$ cat src/rtl/uart_stim_tx.sv
// rtl/uart_stim_tx.sv - UART stimulus transmitter with entry FIFO and per-entry error injection
module uart_stim_tx #(
    parameter int DATA_BITS    = 8,
    parameter int CLKS_PER_BIT = 3,
    parameter int PARITY       = 1,
    parameter int STOP_BITS    = 1,
    parameter int IDLE_BITS    = 1,
    parameter int FIFO_DEPTH   = 16
) (
    input  logic                          clk,
    input  logic                          nreset,
    input  logic                          in_valid,
    output logic                          in_ready,
    input  logic [DATA_BITS-1:0]          in_data,
    input  logic                          in_parity_err,
    input  logic                          in_framing_err,
    output logic                          tx,
    output logic                          busy,
    output logic [$clog2(FIFO_DEPTH):0]   fifo_level,
    output logic [15:0]                   sent_count
);
    localparam int AW = $clog2(FIFO_DEPTH);
    localparam int EW = DATA_BITS + 2;

    typedef enum logic [2:0] {IDLE, GAP, START, DATA, PAR, STOP} state_t;

    state_t                state;
    logic [EW-1:0]         mem [FIFO_DEPTH];
    logic [AW-1:0]         wr_ptr;
    logic [AW-1:0]         rd_ptr;
    logic [EW-1:0]         head;
    logic                  full;
    logic                  push;
    logic                  pop;
    logic                  head_par;
    logic [DATA_BITS-1:0]  shreg;
    logic                  par_bit;
    logic                  ferr;
    logic [15:0]           cnt;
    logic [3:0]            bit_idx;
    logic                  bit_end;

    assign full     = (fifo_level == (AW+1)'(FIFO_DEPTH));
    assign in_ready = ~full;
    assign push     = in_valid & ~full;
    assign pop      = (state == IDLE) && (fifo_level != '0);
    assign head     = mem[rd_ptr];
    assign bit_end  = (cnt == 16'(CLKS_PER_BIT - 1));
    assign busy     = (state != IDLE);

    // Entry layout: {framing_err, parity_err, data}
    always_comb begin
        head_par = ^head[DATA_BITS-1:0];
        if (PARITY == 2)
            head_par = ~head_par;
        if (PARITY != 0 && head[DATA_BITS])
            head_par = ~head_par;
    end

    always_ff @(posedge clk) begin
        if (push)
            mem[wr_ptr] <= {in_framing_err, in_parity_err, in_data};
    end

    always_ff @(posedge clk or negedge nreset) begin
        if (!nreset) begin
            wr_ptr     <= '0;
            rd_ptr     <= '0;
            fifo_level <= '0;
        end else begin
            if (push)
                wr_ptr <= wr_ptr + 1'b1;
            if (pop)
                rd_ptr <= rd_ptr + 1'b1;
            case ({push, pop})
                2'b10:   fifo_level <= fifo_level + 1'b1;
                2'b01:   fifo_level <= fifo_level - 1'b1;
                default: fifo_level <= fifo_level;
            endcase
        end
    end

    // tx is registered and always set together with the state it belongs to
    always_ff @(posedge clk or negedge nreset) begin
        if (!nreset) begin
            state      <= IDLE;
            tx         <= 1'b1;
            cnt        <= '0;
            bit_idx    <= '0;
            shreg      <= '0;
            par_bit    <= 1'b0;
            ferr       <= 1'b0;
            sent_count <= '0;
        end else begin
            if (state == IDLE || bit_end)
                cnt <= '0;
            else
                cnt <= cnt + 16'd1;

            case (state)
                IDLE: begin
                    tx      <= 1'b1;
                    bit_idx <= '0;
                    if (pop) begin
                        shreg   <= head[DATA_BITS-1:0];
                        par_bit <= head_par;
                        ferr    <= head[DATA_BITS+1];
                        if (IDLE_BITS == 0) begin
                            state <= START;
                            tx    <= 1'b0;
                        end else begin
                            state <= GAP;
                        end
                    end
                end
                GAP: if (bit_end) begin
                    if (bit_idx == 4'(IDLE_BITS - 1)) begin
                        state   <= START;
                        tx      <= 1'b0;
                        bit_idx <= '0;
                    end else begin
                        bit_idx <= bit_idx + 4'd1;
                    end
                end
                START: if (bit_end) begin
                    state <= DATA;
                    tx    <= shreg[0];
                    shreg <= shreg >> 1;
                end
                DATA: if (bit_end) begin
                    if (bit_idx == 4'(DATA_BITS - 1)) begin
                        bit_idx <= '0;
                        if (PARITY != 0) begin
                            state <= PAR;
                            tx    <= par_bit;
                        end else begin
                            state <= STOP;
                            tx    <= ~ferr;
                        end
                    end else begin
                        bit_idx <= bit_idx + 4'd1;
                        tx      <= shreg[0];
                        shreg   <= shreg >> 1;
                    end
                end
                PAR: if (bit_end) begin
                    state <= STOP;
                    tx    <= ~ferr;
                end
                STOP: if (bit_end) begin
                    tx <= 1'b1;
                    if (bit_idx == 4'(STOP_BITS - 1)) begin
                        state      <= IDLE;
                        bit_idx    <= '0;
                        sent_count <= sent_count + 16'd1;
                    end else begin
                        bit_idx <= bit_idx + 4'd1;
                    end
                end
                default: state <= IDLE;
            endcase
        end
    end
endmodule

$ cat config.mk
export PLATFORM = sky130hd
export DESIGN_NAME = uart_stim_tx
export DESIGN_NICKNAME = d
export VERILOG_FILES = /design/src/rtl/uart_stim_tx.sv
export SDC_FILE = /design/constraint.sdc
export NUM_CORES = 1
export LEC_CHECK = 0
export ABC_CLOCK_PERIOD_IN_PS = 2830
export CAP_MARGIN = 10
export CORE_MARGIN = 4
export CORE_UTILIZATION = 59
export CTS_BUF_LIST = sky130_fd_sc_hd__clkbuf_4 sky130_fd_sc_hd__clkbuf_8
export CTS_CLUSTER_DIAMETER = 60
export DETAILED_ROUTE_END_ITERATION = 10
export DONT_BUFFER_PORTS = 1
export PLACE_DENSITY = 0.78
export SLEW_MARGIN = 10
export SYNTH_ARGS = -nofsm -noshare
export SYNTH_HDL_FRONTEND = slang
export SYNTH_SLANG_ARGS = --single-unit
$ cat constraint.sdc
create_clock -name clk -period 2.83 [get_ports clk]
set_input_delay 0 -clock clk [delete_from_list [all_inputs] [get_ports clk]]
set_output_delay 0 -clock clk [all_outputs]
set_load 0.01 [all_outputs]
==> impl_metrics.tcl, run 1 <==
set metrics [dict create \
    min_period_over_period 0.919 \
    clock_sink_count 223 \
    final_hold_viol_count 0 \
    fin_tns_setup_ns 0 \
    synthesis.area_mm2 0.00953 \
    dr.pass1.iters 5 \
    vias_per_cell 6.01 \
    start_util 0.600 \
    gp_congestion 0.824 \
    startpoint_type "register" \
    async_flop_share 0.283 \
    yosys.area.top_type "edfxtp_1" \
    drive_gt1_frac 0.173 \
    rsz0062_at_grt "false" \
    cts_buffer_depth 3 \
    grt_use_total 0.223 \
    crit_type "reg -> reg" \
    path_max_fanout 23 \
    antenna_found_initial 1 \
    area.sequential_mm2 0.00639 \
    portBuffers 0 \
    path_clk_slew_ns 0.06 \
    drc 0 \
    hp-class "in -> async" \
    wirelength_mm 19.8 \
    syn_inst 608 \
    end_kind "register" \
    cts_tree "done" \
    setup_viol 0 \
    die_h_um 135 \
    multi_input_area_mm2 0.00295 \
    antennaDiodeCount 0 \
    ys_ff_latch 223 \
    synth_edf_count 160 \
    tightest_slew_ns 1.26 \
    synth_top_area_share 0.504 \
    synth.area.top_cells "edfxtp_1, dfrtp_1, mux4_1, mux4_2, xnor2_1" \
    syn_nets 635 \
    seq_area_frac_synth 0.669 \
    clock-root-buffer "clkbuf_8" \
    status "complete, no violations" \
    maxSlewHeadroom 0.155 \
    ios 37 \
    yosysWarningCount 0 \
    grt_max_degree 64 \
    arrival_ns 3.05 \
    drv_slew 0 \
    core_mm2 0.0159 \
    num_rows 46 \
    fillCellCount 1056 \
    place_hpwl_mm 12.2 \
    die-area_mm2 0.0183 \
    yosysUniqueCellTypes 50 \
    detail_route.wl_per_cell_um 21.9 \
    area_growth_pct 13.1 \
    ff2ff_path_depth 8 \
    leakage_uw 0.00403 \
    numCtsBuffers 36 \
    maxCapViolCount 0 \
    r2r_setup_slack_ns 0.23 \
    r2r-start "rd_ptr[0]$_DFFE_PN0P_" \
    synth_ff_type "edfxtp_1" \
    r2r-end "par_bit$_DFFE_PN0P_" \
    cp_data_required_time_ns 3.28 \
    finalWorstSetupSlack_ns 0.230 \
    finalNetCount 686 \
    peakVddDrop_mv 0.578 \
    fp.dieW_um 135 \
    finalClockSkew_ns 0.0301 \
    grt_pass1_vias 5476 \
    drt_first_iter_violations 577 \
    power_density_mw_per_mm2 941 \
    fmax_mhz 385 \
    place_ws_ns 0.151 \
    grt_overflow 0 \
    grt_pass1_wl_mm 30.7 \
    ant_nets 0 \
    clock_latency_ns 0.53 \
    fin_crit_ns 2.60 \
    htreeDepth 2 \
    vias 5423 \
    syn_avg_cell_area_um2 15.7 \
]
where the power goes:
| part | switching, µW | leakage (µW) | internal, µW |
|---|---|---|---|
| combinational | 1540 | 0.00136 | 1380 |
| sequential | 366 | 0.00226 | 3980 |
| clock | 1200 | 0.000405 | 1670 |
kinds of logic after synthesis:
logic type | count (synthesis) | synth area share
compound gates | 66 | 0.0411
xor+xnor | 44 | 0.0419
buf+inv | 37 | 0.0231
mux | 59 | 0.123
simple gates | 165 | 0.0829
flops | 223 | 0.669
fa+ha+maj | 14 | 0.0184
critical path, cell delays in order, from the launching register on:
cell,delay [ns]
dfrtp_2,0.40
buf_12,0.22
mux4_1,0.57
a22oi_1,0.23
nand3_1,0.16
xnor2_1,0.17
xnor2_1,0.27
xnor3_1,0.35
a21oi_1,0.14
timing repair:
action,4_1_cts,5_1_grt
setup buffers,0,1
endpoints found under the setup margin,0,1
hold buffers,13,0
hold endpoints to repair,226,0
gates resized for setup,0,3
worst max path at each step:
stage / from / to / slack [ns]
6_report: rd_ptr[0]$_DFFE_PN0P_ / par_bit$_DFFE_PN0P_ / 0.23
3_5_place_dp: fifo_level[1]$_DFFE_PN0P_ / fifo_level[4]$_DFFE_PN0P_ / 0.15
3_3_place_gp: fifo_level[1]$_DFFE_PN0P_ / fifo_level[4]$_DFFE_PN0P_ / 0.19
2_1_floorplan: fifo_level[1]$_DFFE_PN0P_ / fifo_level[4]$_DFFE_PN0P_ / 0.02
4_1_cts: fifo_level[1]$_DFFE_PN0P_ / fifo_level[4]$_DFFE_PN0P_ / 0.14
5_1_grt: fifo_level[1]$_DFFE_PN0P_ / fifo_level[4]$_DFFE_PN0P_ / 0.002
sequential cells by signal (all words and copies together), names as in the netlist, 3 cells and up:
signal      count
bit_idx         4
fifo_level      5
shreg           8
cnt            16
wr_ptr          4
state           3
mem           160
rd_ptr          4
sent_count     16
metal layers:
| metal | vias to the layer above | global-route usage | part of all wire |
|---|---|---|---|
| met4 | 2 | 0.0605 | 0.019 |
| li1 | 2425 | - | - |
| met1 | 2759 | 0.288 | 0.39 |
| met3 | 34 | 0.0492 | 0.064 |
| met2 | 203 | 0.386 | 0.52 |
| met5 | - | 0 | 0.00061 |
area by class of cell:
type | count | area share
clock inverter | 12 | 0.0103
inverter | 11 | 0.00383
timing repair buffer | 39 | 0.0341
sequential | 223 | 0.592
multi-input combinational | 348 | 0.274
tap | 216 | 0.0251
clock buffer | 53 | 0.0607
layout by cell type, fill, tap and decap left out, drive strengths merged, types with 7 or more instances in the layout:
cell type / Yosys / final
xor2: 20 / 20
o21ai: 28 / 28
dfrtp: 62 / 62
nand2: 47 / 47
and3: 10 / 10
xnor2: 23 / 23
clkbuf: 15 / 53
nand2b: 7 / 7
buf: 11 / 27
clkinv: 1 / 9
ha: 14 / 14
nor3: 7 / 7
inv: 10 / 11
mux4: 40 / 40
a21oi: 18 / 18
edfxtp: 160 / 160
nand3: 20 / 20
mux2i: 15 / 15
nor2: 41 / 41
dlygate4sd3: 0 / 12
Yosys cell counts (all sizes together), types with 14 or more instances:
cell type,n
edfxtp,160
dfrtp,62
nand2,47
nor2,41
mux4,40
o21ai,28
xnor2,23
nand3,20
xor2,20
a21oi,18
clkbuf,15
mux2i,15
ha,14
per-stage QoR:
stage | util | power (µW) | cell area, µm² | hold WS (ns) | cells
3_3_place_gp | 0.619 | 7070 | 9840 | -0.293 | 822
2_1_floorplan | - | 6550 | 9540 | -0.296 | 608
6_report | 0.679 | 10100 | 10800 | 0.0437 | 902
3_5_place_dp | 0.619 | 7210 | 9840 | -0.293 | 822
4_1_cts | 0.677 | 10200 | 10800 | 0.0158 | 900
5_1_grt | 0.679 | 10700 | 10800 | 0.0573 | 902
(Power assumes the default switching activity.)
==> run 2, diff against run 1 <==
Settings changed: ABC_AREA set to 1, SKIP_CTS_REPAIR_TIMING set to 1.
==> run 2 against run 1 <==
Against the previous run: sequential power is 2% lower; global-route usage hardly changed; critical path depth is 12 higher; area after synthesis is 5.9% higher; clock power is 8.0% lower; largest power group is now combinational logic.
==> impl_metrics.tcl, run 2 <==
set metrics [dict create \
    status "complete, no violations" \
    place_hpwl_mm 14.0 \
    maxCapViolCount 0 \
    clock-root-buffer "clkbuf_8" \
    r2r-end "fifo_level[4]$_DFFE_PN0P_" \
    core_mm2 0.0167 \
    grt_max_degree 97 \
    syn_avg_cell_area_um2 10.1 \
    fp.dieW_um 139 \
    dr.pass1.iters 5 \
    vias_per_cell 5.58 \
    die-area_mm2 0.0193 \
    finalClockSkew_ns 0.0174 \
    power_density_mw_per_mm2 1040 \
    async_flop_share 0.283 \
    crit_type "reg -> reg" \
    synthTopCellsByCount "nand2_1, edfxtp_1, inv_1, nor2_1, nand3_1" \
    cp_data_required_time_ns 3.22 \
    swShare 0.397 \
    peakVddDrop_mv 0.532 \
    num_rows 47 \
    synth_top_area_share 0.476 \
    yosysWarningCount 0 \
    yosysUniqueCellTypes 41 \
    r2r-start "state[0]$_DFFE_PN0P_" \
    path_max_fanout 4 \
    drv_slew 0 \
    htreeDepth 2 \
    cpMostUsedCell "inv_2" \
    antennaDiodeCount 0 \
    grt_pass1_vias 6796 \
    p_comb_frac 0.419 \
    p_int_uw 7160 \
    final_cell_mix "nand2_1, edfxtp_1, inv_1, nor2_1, nand3_1" \
    min_period_over_period 0.955 \
    tightest_slew_ns 1.26 \
    place_ws_ns 0.00913 \
    numCtsBuffers 36 \
    ios 37 \
    syn_inst 995 \
    antenna_found_initial 0 \
    path_clk_slew_ns 0.06 \
    max_stage_delay_ns 0.43 \
    seq_area_frac_synth 0.632 \
    portBuffers 0 \
    startpoint_type "register" \
    final_hold_viol_count 0 \
    synth_ff_type "edfxtp_1" \
    finalNetCount 1080 \
    finalWorstSetupSlack_ns 0.128 \
    gp_congestion 0.913 \
    synth.area.top_cells "edfxtp_1, dfrtp_1, nand2_1, nand3_1, inv_1" \
    hp-class "in -> async" \
    start_util 0.605 \
    total_power_uw 11900 \
    fmax_mhz 370 \
    leakage_uw 0.00477 \
    critPathSlowestCell "dfrtp_1" \
    grt_use_total 0.224 \
    synth_most_common_cell "nand2_1" \
    fin_crit_ns 2.70 \
    synth_edf_count 160 \
    maxSlewHeadroom 0.156 \
    area_growth_pct 13.6 \
    ant_nets 0 \
    vias 7244 \
    critical_path.cell_chain "inv_2 -> nor3_4 -> inv_2 -> nor2_4 -> inv_2 -> a21oi_4 -> o21ai_4 -> inv_4 -> nand2_4 -> inv_4 -> ha_4 -> xor2_2 -> ha_2 -> a21oi_4 -> o21ai_2 -> a21oi_2 -> inv_2 -> a21oi_2 -> o21ai_1 -> xor2_1" \
    yosys.area.top_type "edfxtp_1" \
    drc 0 \
    clock_latency_ns 0.52 \
    cts_tree "done" \
    largest_registers "mem (160), cnt (16), sent_count (16)" \
    end_kind "register" \
    largest-register "mem" \
    grt_pass1_wl_mm 34.5 \
    setup_viol 0 \
    drt_first_iter_violations 809 \
    r2r_setup_slack_ns 0.13 \
    clock_sink_count 223 \
    p_clk_frac 0.222 \
    largest_reg_flops 160 \
    detail_route.wl_per_cell_um 17.1 \
    seqPwrFrac 0.359 \
    hold-worst-slack_ns 0.00524 \
    syn_nets 1022 \
    arrival_ns 3.09 \
    ff2ff_path_depth 20 \
    wirelength_mm 22.3 \
    p_sw_uw 4720 \
    grt_overflow 0 \
    cts_buffer_depth 3 \
    final_common_cell "nand2_1" \
    ys_ff_latch 223 \
    drive_gt1_frac 0.135 \
    synthesis.area_mm2 0.0101 \
    die_h_um 139 \
    fillCellCount 1190 \
]
[run 2: critical path, delay by kind of cell (launching register included)]
family	cells	cell delay [ns]
fa+ha+maj	2	0.34
flops	1	0.43
buf+inv	6	0.42
compound gates	7	0.78
xor+xnor	2	0.21
simple gates	3	0.38
[run 2: layout make-up]
type                       instances  area [µm²]  area share
inverter                         120         455      0.0397
timing repair buffer              55         526      0.0458
clock inverter                     7        37.5     0.00327
sequential                       223        6380       0.557
tap                              220         275      0.0240
clock buffer                      56         646      0.0563
multi-input combinational        617        3150       0.274
[run 2: cells by family (layout without fill, tap and decap cells)]
family,Yosys count,after routing,synth area share
adder cells (fa/ha/maj),14,14,0.0173
AND/OR/NAND/NOR,455,455,0.194
XOR/XNOR,27,27,0.0234
multiplexers,1,1,0.00112
buffers and inverters,155,238,0.0657
flip-flops,223,223,0.632
AO/OA/AOI/OAI,120,120,0.0669
[run 2: how the worst max path moves through the flow]
stage | from | endpoint | slack, ns | cells after the start
floorplan | cnt[0]$_DFF_PN0_ | fifo_level[4]$_DFFE_PN0P_ | 0.02 | 20
global placement | cnt[10]$_DFF_PN0_ | fifo_level[4]$_DFFE_PN0P_ | 0.10 | 19
detailed placement | bit_idx[0]$_DFFE_PN0P_ | fifo_level[4]$_DFFE_PN0P_ | 0.009 | 20
CTS | bit_idx[0]$_DFFE_PN0P_ | fifo_level[4]$_DFFE_PN0P_ | -0.006 | 20
global route | fifo_level[2]$_DFFE_PN0P_ | fifo_level[4]$_DFFE_PN0P_ | -0.04 | 19
finish | state[0]$_DFFE_PN0P_ | fifo_level[4]$_DFFE_PN0P_ | 0.13 | 20
[run 2: layer usage]
metal,track usage,up-vias,part of all wire
li1,-,3449,-
met1,0.314,3420,0.43
met2,0.352,327,0.47
met3,0.0441,48,0.081
met4,0.0798,0,0.024
met5,0,-,0
[run 2: through the flow]
stage	utilization	instance area (µm²)	std cells	setup TNS, ns
floorplan	-	10100	995	0
global placement	0.628	10500	1213	0
detailed placement	0.628	10500	1213	0
CTS	0.669	11200	1276	-0.00600
global route	0.687	11500	1298	-0.0571
finish	0.687	11500	1298	0
[run 2: power by group through the flow]
stage	registers [µW]	logic, µW	clock network [µW]
3_3_place_gp	4300	4530	0
4_1_cts	4250	4680	2660
5_1_grt	4300	5530	2830
6_report	4270	4970	2640
3_5_place_dp	4310	4650	0
2_1_floorplan	4270	3320	0
